--- config.mk ---
export PLATFORM = sky130hd
export DESIGN_NAME = serial_tx
export DESIGN_NICKNAME = d
export VERILOG_FILES = /design/src/rtl/serial_pkg.sv /design/src/rtl/serial_tx_bit_timer.sv /design/src/rtl/serial_tx.sv
export SDC_FILE = /design/constraint.sdc
export NUM_CORES = 1
export LEC_CHECK = 0
export CAP_MARGIN = 20
export CORE_MARGIN = 10
export CORE_UTILIZATION = 50
export CTS_CLUSTER_DIAMETER = 100
export DETAILED_ROUTE_END_ITERATION = 12
export GPL_ROUTABILITY_DRIVEN = 1
export PLACE_DENSITY = 0.74
export SYNTH_ARGS = -nofsm -noshare
export SYNTH_HDL_FRONTEND = slang
export SYNTH_SLANG_ARGS = --single-unit
--- constraint.sdc ---
create_clock -name clk -period 3.8 [get_ports clk]
set_input_delay 0.76 -clock clk [delete_from_list [all_inputs] [get_ports clk]]
set_output_delay 0.76 -clock clk [all_outputs]
set_load 0.05 [all_outputs]
--- src/rtl/serial_pkg.sv ---
// Shared definitions for the serial transmitter and its matching receiver:
// FSM encoding, idle line level and parity mode.
package serial_pkg;

  typedef enum logic [2:0] {
    IDLE   = 3'd0,
    START  = 3'd1,
    DATA   = 3'd2,
    PARITY = 3'd3,
    STOP   = 3'd4
  } tx_state_e;

  localparam logic LINE_IDLE = 1'b1;

  // 0 selects even parity: the parity bit is the plain XOR of the data bits
  localparam logic PARITY_ODD = 1'b0;

  // Counter width that stays legal (>=1) when the count range is a single value
  function automatic int unsigned cnt_w(input int unsigned n);
    return (n > 1) ? $clog2(n) : 1;
  endfunction

endpackage

--- src/rtl/serial_tx_bit_timer.sv ---
// Bit-period timer: counts 0..CLKS_PER_BIT-1 and pulses tick (registered)
// during the last cycle of each bit period; clear holds it at the start.
module bit_timer
  import serial_pkg::*;
#(
  parameter int unsigned CLKS_PER_BIT = 4
) (
  input  logic clk,
  input  logic rst,
  input  logic clear,
  output logic tick
);

  localparam int unsigned CNT_W = cnt_w(CLKS_PER_BIT);
  localparam logic [CNT_W-1:0] LAST = CNT_W'(CLKS_PER_BIT - 1);

  logic [CNT_W-1:0] cnt_q, cnt_d;
  logic             tick_q, tick_d;

  // tick is precomputed from the next count so it lines up with cnt_q == LAST
  always_comb begin
    cnt_d = cnt_q;
    if (clear || (cnt_q == LAST)) begin
      cnt_d = '0;
    end else begin
      cnt_d = cnt_q + CNT_W'(1);
    end
    tick_d = (cnt_d == LAST);
  end

  always_ff @(posedge clk or posedge rst) begin
    if (rst) begin
      cnt_q  <= '0;
      tick_q <= 1'b0;
    end else begin
      cnt_q  <= cnt_d;
      tick_q <= tick_d;
    end
  end

  assign tick = tick_q;

endmodule

--- src/rtl/serial_tx.sv ---
// Parallel-to-serial transmitter: start bit, LSB-first data, optional even
// parity, stop bit; valid/ready word intake and a done pulse per frame.
module serial_tx
  import serial_pkg::*;
#(
  parameter int unsigned DATA_W       = 8,
  parameter int unsigned CLKS_PER_BIT = 4,
  parameter int unsigned PARITY_EN    = 1
) (
  input  logic              clk,
  input  logic              rst,
  input  logic [DATA_W-1:0] din,
  input  logic              din_valid,
  output logic              din_ready,
  output logic              dout,
  output logic              doutb,
  output logic              busy,
  output logic              done
);

  localparam int unsigned IDX_W = cnt_w(DATA_W);
  localparam logic [IDX_W-1:0] IDX_LAST = IDX_W'(DATA_W - 1);

  tx_state_e         state_q, state_d;
  logic [DATA_W-1:0] shift_q, shift_d;
  logic [IDX_W-1:0]  bit_idx_q, bit_idx_d;
  logic              parity_q, parity_d;
  logic              dout_q, dout_d;
  logic              doutb_q;
  logic              busy_q, busy_d;
  logic              din_ready_q, din_ready_d;
  logic              done_q, done_d;

  logic tick;
  logic timer_clear;
  logic accept;

  assign accept      = din_valid && din_ready_q;
  assign timer_clear = (state_q == IDLE);

  bit_timer #(
    .CLKS_PER_BIT(CLKS_PER_BIT)
  ) u_bit_timer (
    .clk  (clk),
    .rst  (rst),
    .clear(timer_clear),
    .tick (tick)
  );

  // Next state and next line level; dout_d is the bit for the coming cycle
  always_comb begin
    state_d   = state_q;
    shift_d   = shift_q;
    bit_idx_d = bit_idx_q;
    parity_d  = parity_q;
    dout_d    = dout_q;
    done_d    = 1'b0;

    case (state_q)
      IDLE: begin
        dout_d = LINE_IDLE;
        if (accept) begin
          state_d  = START;
          shift_d  = din;
          parity_d = (^din) ^ PARITY_ODD;
          dout_d   = 1'b0;
        end
      end
      START: begin
        if (tick) begin
          state_d   = DATA;
          dout_d    = shift_q[0];
          shift_d   = shift_q >> 1;
          bit_idx_d = '0;
        end
      end
      DATA: begin
        if (tick) begin
          if (bit_idx_q == IDX_LAST) begin
            bit_idx_d = '0;
            if (PARITY_EN != 0) begin
              state_d = PARITY;
              dout_d  = parity_q;
            end else begin
              state_d = STOP;
              dout_d  = LINE_IDLE;
            end
          end else begin
            bit_idx_d = bit_idx_q + IDX_W'(1);
            dout_d    = shift_q[0];
            shift_d   = shift_q >> 1;
          end
        end
      end
      PARITY: begin
        if (tick) begin
          state_d = STOP;
          dout_d  = LINE_IDLE;
        end
      end
      STOP: begin
        if (tick) begin
          state_d = IDLE;
          dout_d  = LINE_IDLE;
          done_d  = 1'b1;
        end
      end
      default: begin
        state_d = IDLE;
        dout_d  = LINE_IDLE;
      end
    endcase

    busy_d      = (state_d != IDLE);
    din_ready_d = (state_d == IDLE);
  end

  always_ff @(posedge clk or posedge rst) begin
    if (rst) begin
      state_q     <= IDLE;
      shift_q     <= '0;
      bit_idx_q   <= '0;
      parity_q    <= 1'b0;
      dout_q      <= LINE_IDLE;
      doutb_q     <= ~LINE_IDLE;
      busy_q      <= 1'b0;
      din_ready_q <= 1'b0;
      done_q      <= 1'b0;
    end else begin
      state_q     <= state_d;
      shift_q     <= shift_d;
      bit_idx_q   <= bit_idx_d;
      parity_q    <= parity_d;
      dout_q      <= dout_d;
      doutb_q     <= ~dout_d;
      busy_q      <= busy_d;
      din_ready_q <= din_ready_d;
      done_q      <= done_d;
    end
  end

  assign dout      = dout_q;
  assign doutb     = doutb_q;
  assign busy      = busy_q;
  assign din_ready = din_ready_q;
  assign done      = done_q;

endmodule
# Yosys cells after proc, flatten, opt, wreduce, memory -nomap -nowiden
# Index checks and enable logic that the tools add are counted.
dict set report word_totals {
  register_bits 23
  inputBits 11
  wordCells 62
}
dict set report classes {
  n_addsub 2
  eq_ne 11
  mux 25
  n_bitwise 1
  reduce_logical 12
}
# cell n
set ops {}
lappend ops {{$mux W8} 4}
lappend ops {{$mux W3} 9}
lappend ops {{$pmux W8 S3} 1}
lappend ops {{$pmux W3 S5} 1}
lappend ops {{$reduce_xor A8 Y1} 1}
lappend ops {{$mux W1} 7}
lappend ops {{$eq A3 B2 Y1 const B} 2}
lappend ops {{$eq A3 B3 Y1 const B} 2}
lappend ops {{$logic_not A3 Y1} 2}
lappend ops {{$pmux W3 S2} 1}
lappend ops {{$reduce_bool A3 Y1} 2}
lappend ops {{$reduce_and A5 Y1} 1}
lappend ops {{$eq A2 B2 Y1 const B} 2}
lappend ops {{$ne A2 B1 Y1 const B} 2}
lappend ops {{$ne A2 B2 Y1 const B} 2}
lappend ops {{$pmux W1 S4} 1}
lappend ops {{$add A3 B1 Y3 const B} 1}
lappend ops {{$eq A3 B1 Y1 const B} 1}
lappend ops {{$reduce_and A3 Y1} 1}
lappend ops {{$add A2 B1 Y2 const B} 1}
lappend ops {{$mux W2} 1}
lappend ops {{$reduce_and A2 Y1} 1}
lappend ops {{$reduce_bool A2 Y1} 1}
lappend ops {{$reduce_or A2 Y1} 1}
lappend ops {{other kinds (3)} 3}

# Logic depth before layout (Yosys ltp)
# Gate-level depths: netlist (run 1).
dict set report depth {
  ltp_word 5
  ltp_mapped 7
  mapped_depth_nobuf 6
}

# Cells and area by module
# Synthesis (run 1) repeated with hierarchy kept, for this count alone.
dict set report unflattened {
  hier_cells 113
  hier_area_um2 1211.2
}
# module instances cells_each area_each_um2
set modules_own_cells {}
lappend modules_own_cells {serial_tx 1 105 1092.3}
lappend modules_own_cells {bit_timer 1 8 118.9}

# Least setup slack after synthesis (run 1)
# Ideal clock, no wire load.
dict set report synth_path {
  path_type {reg-to-reg}
  startpoint {register bit_idx_q[0]}
  endpoint {register shift_q[5]}
  setup_ps 73
  arrival_ps 1844
  t_required_ps 3727
  path_slack_ps 1883
  path_stages_with_launch 8
  synth_period_minus_slack_ps 1917
  cell_sequence {dfrtp_1 ha_1 ha_1 or3b_4 a221oi_4 buf_6 nor2_1 a21oi_2}
}
dict set report synth_between {
  elab_chain_cells 3
}
# element line
set synth_lines {}
lappend synth_lines {{from (decl)} serial_tx.sv:26} ;# logic [IDX_W-1:0] bit_idx_q, bit_idx_d;
lappend synth_lines {{from (signal assigned)} serial_tx.sv:132} ;# bit_idx_q <= bit_idx_d;
lappend synth_lines {{$eq A3 B3 Y1} serial_tx.sv:79} ;# if (bit_idx_q == IDX_LAST) begin
lappend synth_lines {{$ne A2 B2 Y1 (no source line)} --}
lappend synth_lines {{$reduce_and A5 Y1 (no source line)} --}
lappend synth_lines {{to (signal assigned)} serial_tx.sv:131} ;# shift_q <= shift_d;
lappend synth_lines {{to (decl)} serial_tx.sv:25} ;# logic [DATA_W-1:0] shift_q, shift_d;
# Every way passes these cells.
# A chain may end at the register's enable or synchronous reset.

# Worst setup path in the final report (run 1)
dict set report layout_path {
  startpoint {register dout_q, in the netlist dout}
  endpoint {output port dout}
}
# element line
set layout_lines {}
lappend layout_lines {{from (decl)} serial_tx.sv:28} ;# logic dout_q, dout_d;
lappend layout_lines {{from (signal assigned)} serial_tx.sv:134} ;# dout_q <= dout_d;
lappend layout_lines {{to (decl)} serial_tx.sv:15} ;# output logic dout,
# No word-level cell between the ends.

==> impl_metrics.sql, run 1 <==
INSERT INTO impl_metrics (metric_group, metric, value, unit) VALUES
('status', 'outcome', 'complete, no violations', ''),
('cts', 'post-cts-setup-buffer-count', '0', ''),
('cells_and_area', 'area_growth_syn_to_layout', '13.77', '%'),
('floorplanning', 'io_pins', '16', ''),
('sta', 'max-slew-margin-rel', '0.4348', ''),
('synthesis', 'synth_seq_cells', '23', ''),
('worst_setup_path', 'worstSetupStartpointType', 'register', ''),
('global_route', 'grt_pass1_wl', '3988', 'um'),
('placement', 'gpl.final_weighted_congestion', '0.7557', ''),
('synthesis', 'postSynth.topFlopCell', 'sky130_fd_sc_hd__dfrtp_1', ''),
('worst_setup_path', 'critical_path_buf_inv_count', '1', ''),
('power', 'power.switching', '0.0005381', 'W'),
('worst_setup_path', 'timing.critical_path.slowest_stage_cell', 'sky130_fd_sc_hd__clkdlybuf4s50_1', ''),
('cts', 'clock_latency', '0.31', 'ns'),
('floorplanning', 'chipHeight', '69.35', 'um'),
('synthesis', 'post_synthesis_share_of_cell_area_spent_on_full_adders_half_adders_and_majority_gates', '0.03083', ''),
('global_route', 'grt_max_degree', '24', ''),
('synthesis', 'ys_top_cells_by_count', 'sky130_fd_sc_hd__dfrtp_1, sky130_fd_sc_hd__nor2_1, sky130_fd_sc_hd__a21oi_1, sky130_fd_sc_hd__mux2i_1, sky130_fd_sc_hd__xnor2_1', ''),
('worst_setup_path', 'setup.worst_path.class', 'reg -> out', ''),
('global_route', 'grt_util_all_layers', '0.09592', ''),
('floorplanning', 'design.core.area', '2276', 'sq um'),
('power', 'switching_power_share_of_the_total', '0.4400', ''),
('synthesis', 'ys_seq_area_frac', '0.4738', ''),
('cts', 'cts_inserted_buffers', '3', ''),
('cells_and_area', 'insertedDiodeCount', '0', ''),
('detailed_routing', 'drt_iter0_drc', '33', ''),
('detailed_routing', 'total_via_count_after_detailed_routing', '877', ''),
('sta', 'timing.clock.skew', '0.01300', 'ns'),
('detailed_routing', 'postRouteWirelength', '2307', 'um'),
('synthesis', 'synth_top_cell_area_share', '0.4522', ''),
('worst_setup_path', 'critical_path_peak_fanout', '3', ''),
('detailed_routing', 'detail_route.first_pass.iterations', '4', ''),
('synthesis', 'main_combinational_cell_family_by_area_after_synthesis', 'compound AO/OA/AOI/OAI gates', ''),
('synthesis', 'syn_inst', '116', ''),
('global_route', 'grt_overflow', '0', ''),
('synthesis', 'synth-compound-area-share', '0.1799', ''),
('sta', 'max_freq', '410.7', 'MHz'),
('synthesis', 'synth_nets', '130', ''),
('detailed_routing', 'drt-wirelength-per-cell', '14.79', 'um'),
('synthesis', 'synth_xor_area_frac', '0.06475', ''),
('power', 'p_total', '0.001223', 'W'),
('floorplanning', 'die_area', '4809', 'sq um'),
('cts', 'cts_hold_buffers', '0', ''),
('sta', 'finalHoldViolCount', '0', ''),
('worst_setup_path', 'worstPathCellList', 'clkdlybuf4s50_1', ''),
('detailed_routing', 'top_signal_layer_used', 'met4', ''),
('floorplanning', 'die_w', '69.35', 'um'),
('floorplanning', 'rows', '17', ''),
('worst_setup_path', 'r2r_slack', '1.55', 'ns'),
('power', 'pwr-share-seq', '0.400', ''),
('worst_setup_path', 'required', '3.04', 'ns'),
('global_route', 'number_of_antenna_violations_at_the_first_check_in_global_routing', '0', ''),
('power', 'power_density', '882.9', 'nW/um^2'),
('worst_setup_path', 'arrival', '1.67', 'ns'),
('detailed_routing', 'detail_route.wirelength.met1', '1131', 'um'),
('power', 'power.combinational.fraction', '0.509', ''),
('cells_and_area', 'post-route-cell-area', '1385', 'sq um'),
('synthesis', 'ys_types', '36', ''),
('synthesis', 'post_synthesis_area_per_instance', '10.49', 'sq um'),
('synthesis', 'asyncSetResetFlopFracSynth', '1.000', ''),
('worst_setup_path', 'worstSetupEndpointType', 'primary output', ''),
('cells_and_area', 'multiInputGateArea', '581.8', 'sq um'),
('sta', 'final-setup-viol-count', '0', ''),
('synthesis', 'synth_largest_area_cell', 'sky130_fd_sc_hd__dfrtp_1', ''),
('detailed_routing', 'postRouteAntennaNets', '0', ''),
('hold_path', 'worst_hold_path_type', 'reg -> reg', ''),
('cts', 'ctsHtreeMaxLevel', '1', ''),
('cells_and_area', 'nFillCells', '192', ''),
('detailed_routing', 'routed_length_on_met2', '1059', 'um'),
('detailed_routing', 'met3_wirelength', '93', 'um'),
('job', 'timing.max_cap.violations', '0', '');
==> sequential cells by signal (all words and copies together) (netlist names), 2 cells and up <==
name / cells
state_q: 3
u_bit_timer.cnt_q: 2
shift_q: 8
bit_idx_q: 3
==> cells in the final DEF, fill, tap and decap left out <==
cell,n
sky130_fd_sc_hd__a211oi_1,1
sky130_fd_sc_hd__xnor2_1,8
sky130_fd_sc_hd__mux2i_1,8
sky130_fd_sc_hd__or3b_4,1
sky130_fd_sc_hd__a41oi_1,2
sky130_fd_sc_hd__nand2_1,4
sky130_fd_sc_hd__o22ai_1,2
sky130_fd_sc_hd__clkbuf_4,3
sky130_fd_sc_hd__inv_1,4
sky130_fd_sc_hd__nor3b_1,1
sky130_fd_sc_hd__or2_2,1
sky130_fd_sc_hd__a41o_1,1
sky130_fd_sc_hd__o2bb2ai_1,1
sky130_fd_sc_hd__clkdlybuf4s50_1,15
sky130_fd_sc_hd__a21oi_2,2
sky130_fd_sc_hd__o21ai_0,4
sky130_fd_sc_hd__dfrtp_1,22
sky130_fd_sc_hd__and3_1,1
sky130_fd_sc_hd__a31oi_1,1
sky130_fd_sc_hd__clkbuf_1,1
sky130_fd_sc_hd__ha_1,3
sky130_fd_sc_hd__a221oi_4,1
sky130_fd_sc_hd__nand2b_1,2
sky130_fd_sc_hd__a22o_1,4
sky130_fd_sc_hd__xor2_1,1
sky130_fd_sc_hd__a21oi_1,8
sky130_fd_sc_hd__nor2_2,1
sky130_fd_sc_hd__nor2b_1,1
sky130_fd_sc_hd__nor3_1,3
sky130_fd_sc_hd__a211o_1,1
sky130_fd_sc_hd__dfstp_2,1
sky130_fd_sc_hd__or3b_2,1
sky130_fd_sc_hd__a311oi_1,1
sky130_fd_sc_hd__nand3b_1,2
sky130_fd_sc_hd__nor2_1,15
==> kinds of logic after synthesis <==
group,after synthesis
buffers and inverters,11
AOI/OAI and AO/OA,29
and+or+nand+nor,33
DFF,23
muxes,8
adders and majority gates,3
xor gates and xnor gates,9
==> per-layer routing <==
metal | global-route usage | vias up
met5 | 0 | -
met4 | 0.03991 | 0
met3 | 0.02853 | 2
met2 | 0.1613 | 13
met1 | 0.1095 | 427
li1 | - | 435
==> power groups by stage <==
stage | logic, W | registers (W) | clock network, W
5_1_grt | 0.000687 | 0.000511 | 0.000128
2_1_floorplan | 0.000516 | 0.000485 | 0
3_5_place_dp | 0.000629 | 0.000494 | 0
4_1_cts | 0.000633 | 0.000489 | 0.000116
3_3_place_gp | 0.000599 | 0.000485 | 0
6_report | 0.000622 | 0.000489 | 0.000112
==> final cells by class <==
class | instances | area share
repair buffers | 15 | 0.1084
flip-flops and latches | 23 | 0.4164
multi-input cells | 82 | 0.4201
well taps | 28 | 0.02529
clock buffers | 4 | 0.01897
inverters | 4 | 0.01084
==> path summary, 6_finish.rpt <==
| kind | startpoint | endpoint | depth (start not counted) |
|---|---|---|---|
| max | dout | dout | 1 |
| min | u_bit_timer.cnt_q[0] | u_bit_timer.tick | 1 |
| max reg2reg | bit_idx_q[0] | shift_q[7] | 6 |
| min reg2reg | u_bit_timer.cnt_q[0] | u_bit_timer.tick | 1 |
| max in group asynchronous | rst | shift_q[2] | 2 |
| min in group asynchronous | rst | din_ready | 2 |
==> through the flow <==
step | instances | setup slack (ns) | hold slack [ns] | util
CTS | 156 | 1.352 | 0.4822 | 0.6086
finish | 156 | 1.365 | 0.4782 | 0.6086
detailed placement | 152 | 1.354 | 0.4605 | 0.5970
global placement | 152 | 1.472 | 0.4568 | 0.5970
global route | 156 | 1.307 | 0.4956 | 0.6086
floorplan | 116 | 1.883 | 0.4320 | -
(Power assumes the default switching activity.)
==> run 2, diff against run 1 <==
Clock period 3.8 ns to 2.4 ns, I/O delays scaled along.
==> run 2 against run 1 <==
Power up 60%. Combinational power up 61%. Count of clock-buffer cells in the layout unchanged. Flip-flop and latch count unchanged.
==> impl_metrics.sql, run 2 (same netlist as run 1, synthesis figures left out) <==
INSERT INTO impl_metrics (metric_group, metric, value, unit) VALUES
('status', 'outcome', 'complete, no violations', ''),
('cts', 'cts_resized', '0', ''),
('job', 'timing.max_cap.violations', '0', ''),
('global_route', 'number_of_antenna_violations_at_the_first_check_in_global_routing', '0', ''),
('worst_setup_path', 'arrival', '1.67', 'ns'),
('cells_and_area', 'area_growth_syn_to_layout', '15.00', '%'),
('placement', 'port-buffer-count', '15', ''),
('placement', 'post-dp-hpwl', '1713', 'um'),
('detailed_routing', 'drt_iter0_drc', '28', ''),
('sta', 'finalSetupTns', '0', 'ns'),
('global_route', 'grt_max_degree', '24', ''),
('worst_setup_path', 'worstPathCellList', 'clkdlybuf4s50_1', ''),
('floorplanning', 'die_w', '69.35', 'um'),
('global_route', 'grt_overflow', '0', ''),
('sta', 'finalMaxSlewViolations', '0', ''),
('worst_setup_path', 'r2r_slack', '0.40', 'ns'),
('cells_and_area', 'nNetsFinal', '145', ''),
('detailed_routing', 'postRouteWirelength', '2302', 'um'),
('cells_and_area', 'share_of_cells_above_drive_strength_1', '0.1000', ''),
('worst_setup_path', 'critical_path_buf_inv_count', '1', ''),
('cells_and_area', 'layout_top_registers', 'shift_q x8, bit_idx_q x3, state_q x3', ''),
('sta', 'max_freq', '466.1', 'MHz'),
('floorplanning', 'io_pins', '16', ''),
('global_route', 'groute.layer.met2.usage', '0.1633', ''),
('cells_and_area', 'multiInputGateArea', '581.8', 'sq um'),
('sta', 'tightestPinTransition', '0.5983', 'ns'),
('power', 'power.switching', '0.0008515', 'W'),
('sta', 'max-slew-margin-rel', '0.6011', ''),
('worst_setup_path', 'timing.critical_path.depth', '1', ''),
('cts', 'clock_latency', '0.30', 'ns'),
('cts', 'ctsHtreeMaxLevel', '1', ''),
('hold_path', 'worst_hold_path_type', 'reg -> reg', ''),
('sta', 'finalHoldViolCount', '0', ''),
('worst_setup_path', 'worstSetupEndpointType', 'primary output', ''),
('worst_setup_path', 'worstSetupStartpointType', 'register', ''),
('worst_setup_path', 'r2r.worst_path.cells', '7', ''),
('detailed_routing', 'total_via_count_after_detailed_routing', '889', ''),
('cells_and_area', 'instances_no_fill', '158', ''),
('sta', 'period_minus_slack', '2.146', 'ns'),
('power', 'switching_power_share_of_the_total', '0.4366', ''),
('floorplanning', 'rows', '17', ''),
('power', 'power.combinational.fraction', '0.515', ''),
('detailed_routing', 'detail_route.first_pass.iterations', '4', ''),
('global_route', 'grt_pass1_wl', '4167', 'um'),
('cts', 'cts_inserted_buffers', '3', ''),
('hold_path', 'min_path_cells', '1', ''),
('cts', 'ctsLongestPathBuffers', '2', ''),
('power', 'power.leakage', '0.5974', 'nW'),
('cts', 'clock_sinks', '23', ''),
('detailed_routing', 'drt_drc_violations_left', '0', ''),
('detailed_routing', 'drt-wirelength-per-cell', '14.57', 'um'),
('sta', 'final-setup-viol-count', '0', ''),
('worst_setup_path', 'cpLargestDelayFamily', 'buffers and inverters', ''),
('cts', 'cts_hold_buffers', '0', ''),
('power', 'pwr-share-seq', '0.397', ''),
('global_route', 'grt_util_all_layers', '0.1001', ''),
('worst_setup_path', 'critical_path.max_stage_delay', '0.80', 'ns'),
('global_route', 'globalRoute.busiestLayer', 'met2', ''),
('placement', 'placed_cells_incl_taps', '154', ''),
('power', 'max_ir_drop_vdd', '0.7115', 'mV'),
('cells_and_area', 'seq_area', '576.8', 'sq um'),
('worst_setup_path', 'setup.worst_path.class', 'reg -> out', ''),
('sta', 'timing.clock.skew', '0.001972', 'ns'),
('floorplanning', 'die_area', '4809', 'sq um'),
('cells_and_area', 'mostFrequentLayoutCell', 'sky130_fd_sc_hd__dfrtp_1', ''),
('floorplanning', 'design.core.area', '2276', 'sq um'),
('sta', 'rsz0062_at_grt', 'false', ''),
('power', 'share_clk_of_total_power', '0.088', ''),
('placement', 'instance_area_at_placement', '1374', 'sq um'),
('detailed_routing', 'detail_route.vias_per_cell', '5.627', ''),
('worst_setup_path', 'critical_path_peak_fanout', '3', ''),
('global_route', 'global_route_track_usage_on_met3', '0.02140', ''),
('cells_and_area', 'nFillCells', '201', ''),
('cells_and_area', 'mostFrequentLayoutCells', 'sky130_fd_sc_hd__dfrtp_1, sky130_fd_sc_hd__nor2_1, sky130_fd_sc_hd__clkdlybuf4s50_1', ''),
('detailed_routing', 'postRouteAntennaNets', '0', ''),
('floorplanning', 'starting_utilization_of_the_core_area', '0.5349', ''),
('cells_and_area', 'post-route-cell-area', '1400', 'sq um'),
('placement', 'gpl.final_weighted_congestion', '0.7410', ''),
('power', 'internal-power', '0.001099', 'W'),
('cts', 'post-cts-setup-buffer-count', '0', ''),
('worst_setup_path', 'required', '1.92', 'ns'),
('cts', 'tritoncts', 'done', ''),
('cts', 'clk_pin_slew_worst_paths', '0.12', 'ns'),
('cells_and_area', 'insertedDiodeCount', '0', ''),
('floorplanning', 'chipHeight', '69.35', 'um'),
('worst_setup_path', 'timing.critical_path.slowest_stage_cell', 'sky130_fd_sc_hd__clkdlybuf4s50_1', ''),
('global_route', 'first_global_vias', '927', ''),
('sta', 'final.period_utilization', '0.8940', ''),
('cells_and_area', 'flip_flop_count_of_the_largest_register_after_layout', '8', ''),
('power', 'power_density', '1393', 'nW/um^2'),
('global_route', 'grt.met1_usage', '0.1238', ''),
('cells_and_area', 'reg_with_most_ffs', 'shift_q', ''),
('cts', 'cts-root-buf', 'sky130_fd_sc_hd__clkbuf_4', '');
run 2: cell types whose count changed in the layout (fill, tap and decap cells not counted), sizes merged:
cell / previous run / this run
buf: 0 / 2
run 2: path summary, 6_finish.rpt:
check | from | end
setup / recovery | dout | dout
hold / removal | u_bit_timer.cnt_q[0] | u_bit_timer.tick
setup reg to reg | bit_idx_q[0] | shift_q[7]
hold reg to reg | u_bit_timer.cnt_q[0] | u_bit_timer.tick
max in group asynchronous | rst | dout
min in group asynchronous | rst | din_ready
run 2: through the flow:
step / hold slack, ns / setup slack (ns) / total power [W] / utilization
4_1_cts: 0.4759 / 0.2357 / 0.001967 / 0.6152
3_5_place_dp: 0.4598 / 0.4296 / 0.001797 / 0.6036
3_3_place_gp: 0.4446 / 0.4842 / 0.001743 / 0.6036
2_1_floorplan: 0.4320 / 0.4832 / 0.001585 / -
6_report: 0.4748 / 0.2543 / 0.001951 / 0.6152
5_1_grt: 0.4901 / 0.2011 / 0.002124 / 0.6152
run 2: power groups by stage:
stage	logic (W)	clock network, W	registers [W]
floorplan	0.000817	0	0.000768
global placement	0.000973	0	0.000770
detailed placement	0.00101	0	0.000783
CTS	0.00102	0.000177	0.000774
global route	0.00112	0.000198	0.000807
finish	0.00100	0.000172	0.000774
run 2: cell type report:
type                            instances  area share
Multi-Input combinational cell         82      0.4156
Sequential cell                        23      0.4120
Timing Repair Buffer                   17      0.1180
Tap cell                               28     0.02502
Clock buffer                            4     0.01877
Inverter                                4     0.01072
run 2: per-layer routing:
layer,part of all wire,vias up
met1,0.45,428
li1,-,438
met2,0.50,21
met3,0.041,2
met4,0.0074,0
met5,0,-
==> run 3, diff against run 2 <==
Settings changed: CAP_MARGIN 20 to default, CORE_MARGIN 10 to default.
==> run 3 against run 2 <==
Sequential power barely moved. Critical endpoint unchanged. Final cell count did not move. Clock power about the same. Critical path depth stayed put. Count of clock-buffer cells in the layout shrank 1. First-iteration DRC count fell by 39%.
==> impl_metrics.sql, run 3 (same netlist as run 1, synthesis figures left out) <==
INSERT INTO impl_metrics (metric_group, metric, value, unit) VALUES
('detailed_routing', 'detail_route.vias_per_cell', '5.684', ''),
('sta', 'finalHoldViolCount', '0', ''),
('detailed_routing', 'drt-wirelength-per-cell', '13.88', 'um'),
('detailed_routing', 'postRouteWirelength', '2193', 'um'),
('worst_setup_path', 'worstPathCellList', 'clkdlybuf4s50_1', ''),
('worst_setup_path', 'setup.worst_path.class', 'reg -> out', ''),
('cts', 'cts_inserted_buffers', '3', ''),
('detailed_routing', 'total_via_count_after_detailed_routing', '898', ''),
('detailed_routing', 'detail_route.first_pass.iterations', '4', ''),
('detailed_routing', 'drt_drc_violations_left', '0', ''),
('sta', 'period_minus_slack', '2.149', 'ns'),
('worst_setup_path', 'critical_path_buf_inv_count', '1', ''),
('cells_and_area', 'reg_with_most_ffs', 'shift_q', ''),
('global_route', 'grt_max_degree', '24', ''),
('floorplanning', 'rows', '17', ''),
('floorplanning', 'chipHeight', '51.35', 'um'),
('worst_setup_path', 'critical_path_peak_fanout', '3', ''),
('detailed_routing', 'drt_iter0_drc', '17', ''),
('worst_setup_path', 'worstSetupStartpointType', 'register', ''),
('cells_and_area', 'final_core_util', '0.6215', ''),
('cells_and_area', 'insertedDiodeCount', '0', ''),
('placement', 'port-buffer-count', '15', ''),
('power', 'power_density', '1399', 'nW/um^2'),
('cells_and_area', 'mostFrequentLayoutCells', 'sky130_fd_sc_hd__dfrtp_1, sky130_fd_sc_hd__nor2_1, sky130_fd_sc_hd__clkdlybuf4s50_1', ''),
('cells_and_area', 'layout_top_registers', 'shift_q x8, bit_idx_q x3, state_q x3', ''),
('worst_setup_path', 'timing.critical_path.slowest_stage_cell', 'sky130_fd_sc_hd__clkdlybuf4s50_1', ''),
('sta', 'tightestPinTransition', '0.5925', 'ns'),
('job', 'timing.max_cap.violations', '0', ''),
('worst_setup_path', 'worstSetupEndpointType', 'primary output', ''),
('cts', 'clock_sinks', '23', ''),
('cts', 'clock_latency', '0.31', 'ns'),
('detailed_routing', 'postRouteAntennaNets', '0', ''),
('worst_setup_path', 'cpLargestDelayFamily', 'buffers and inverters', ''),
('cells_and_area', 'nNetsFinal', '145', ''),
('power', 'max_ir_drop_vdd', '0.7517', 'mV'),
('floorplanning', 'io_pins', '16', ''),
('global_route', 'number_of_antenna_violations_at_the_first_check_in_global_routing', '0', ''),
('floorplanning', 'die_w', '51.35', 'um'),
('worst_setup_path', 'arrival', '1.67', 'ns'),
('global_route', 'first_global_vias', '913', ''),
('cts', 'tritoncts', 'done', ''),
('cts', 'post-cts-setup-buffer-count', '0', ''),
('sta', 'rsz0062_at_grt', 'false', ''),
('hold_path', 'worst_hold_path_type', 'reg -> reg', ''),
('sta', 'max-slew-margin-rel', '0.6050', ''),
('sta', 'final.period_utilization', '0.8956', ''),
('cells_and_area', 'share_of_cells_above_drive_strength_1', '0.1077', ''),
('cts', 'cts_hold_buffers', '0', ''),
('cts', 'cts_resized', '0', ''),
('global_route', 'grt_pass1_wl', '3960', 'um'),
('power', 'p_total', '0.001961', 'W'),
('cts', 'ctsLongestPathBuffers', '2', ''),
('sta', 'max_freq', '465.3', 'MHz'),
('placement', 'gpl.final_weighted_congestion', '0.8613', ''),
('floorplanning', 'starting_utilization_of_the_core_area', '0.5400', ''),
('worst_setup_path', 'critical_path.max_stage_delay', '0.80', 'ns'),
('cts', 'ctsHtreeMaxLevel', '1', ''),
('sta', 'finalSetupTns', '0', 'ns'),
('cells_and_area', 'flip_flop_count_of_the_largest_register_after_layout', '8', ''),
('sta', 'finalMaxSlewViolations', '0', ''),
('cells_and_area', 'post-route-cell-area', '1401', 'sq um'),
('floorplanning', 'die_area', '2636', 'sq um'),
('cells_and_area', 'area_growth_syn_to_layout', '15.11', '%'),
('placement', 'instance_area_at_placement', '1374', 'sq um'),
('placement', 'post-dp-hpwl', '1598', 'um'),
('cells_and_area', 'nFillCells', '200', ''),
('cts', 'cts-root-buf', 'sky130_fd_sc_hd__clkbuf_4', ''),
('worst_setup_path', 'required', '1.92', 'ns'),
('global_route', 'grt_overflow', '0', ''),
('sta', 'final-setup-viol-count', '0', ''),
('cells_and_area', 'mostFrequentLayoutCell', 'sky130_fd_sc_hd__dfrtp_1', ''),
('cts', 'clk_pin_slew_worst_paths', '0.12', 'ns'),
('sta', 'timing.clock.skew', '0.001507', 'ns'),
('power', 'power.leakage', '0.6001', 'nW'),
('status', 'outcome', 'complete, no violations', ''),
('global_route', 'grt_util_all_layers', '0.2048', ''),
('floorplanning', 'design.core.area', '2255', 'sq um');
[run 3: changes by cell type in the layout (fill, tap and decap cells not counted), sizes merged]
cell	previous run	this run
clkinv	0	1
clkbuf	4	3
[run 3: power breakdown]
group | internal [W] | leakage, nW | switching (W)
Combinational | 0.000467 | 0.311 | 0.000547
Sequential | 0.000569 | 0.271 | 0.000204
Clock | 0.0000622 | 0.0177 | 0.000113
Total | 0.00110 | 0.600 | 0.000863
[run 3: path summary, 6_finish.rpt]
check,end,depth (start not counted),slack (ns),from
worst max-delay path,dout,1,0.25,dout
worst min-delay path,u_bit_timer.tick,1,0.47,u_bit_timer.cnt_q[0]
worst max register to register,shift_q[0],7,0.40,bit_idx_q[0]
worst min register to register,u_bit_timer.tick,1,0.47,u_bit_timer.cnt_q[0]
max in group asynchronous,dout,3,1.63,rst
min in group asynchronous,busy,3,0.49,rst
[run 3: through the flow]
| stage | cells | hold WS [ns] | setup WS, ns |
|---|---|---|---|
| after floorplan | 116 | 0.4320 | 0.4832 |
| after CTS | 158 | 0.4736 | 0.2366 |
| after detailed placement | 154 | 0.4535 | 0.4224 |
| after global placement | 154 | 0.4608 | 0.4861 |
| after global routing | 158 | 0.4979 | 0.2041 |
| final | 158 | 0.4747 | 0.2506 |
[run 3: worst reg2reg max path: stages, from the launching register on]
cell and delay, ns:
sky130_fd_sc_hd__dfrtp_1 0.43, sky130_fd_sc_hd__ha_1 0.21, sky130_fd_sc_hd__ha_1 0.23, sky130_fd_sc_hd__or3b_4 0.42, sky130_fd_sc_hd__a221oi_4 0.21, sky130_fd_sc_hd__buf_4 0.24, sky130_fd_sc_hd__nor2_1 0.07, sky130_fd_sc_hd__a21oi_1 0.13
[run 3: area by class of cell]
type	count	area [sq um]	area share
well taps	28	35.03	0.02500
multi-input cells	82	581.8	0.4152
clock buffers	3	22.52	0.01607
inverters	4	15.01	0.01071
clock inverters	1	5.005	0.003571
repair buffers	17	165.2	0.1179
flip-flops and latches	23	576.8	0.4116
[run 3: metal layers]
layer | wire, um | vias up | GRT usage
met4 | 31 | 0 | 0.09009
met3 | 67 | 5 | 0.03274
met5 | 0 | - | 0
met2 | 1073 | 15 | 0.3553
met1 | 1020 | 439 | 0.2486
li1 | - | 439 | -
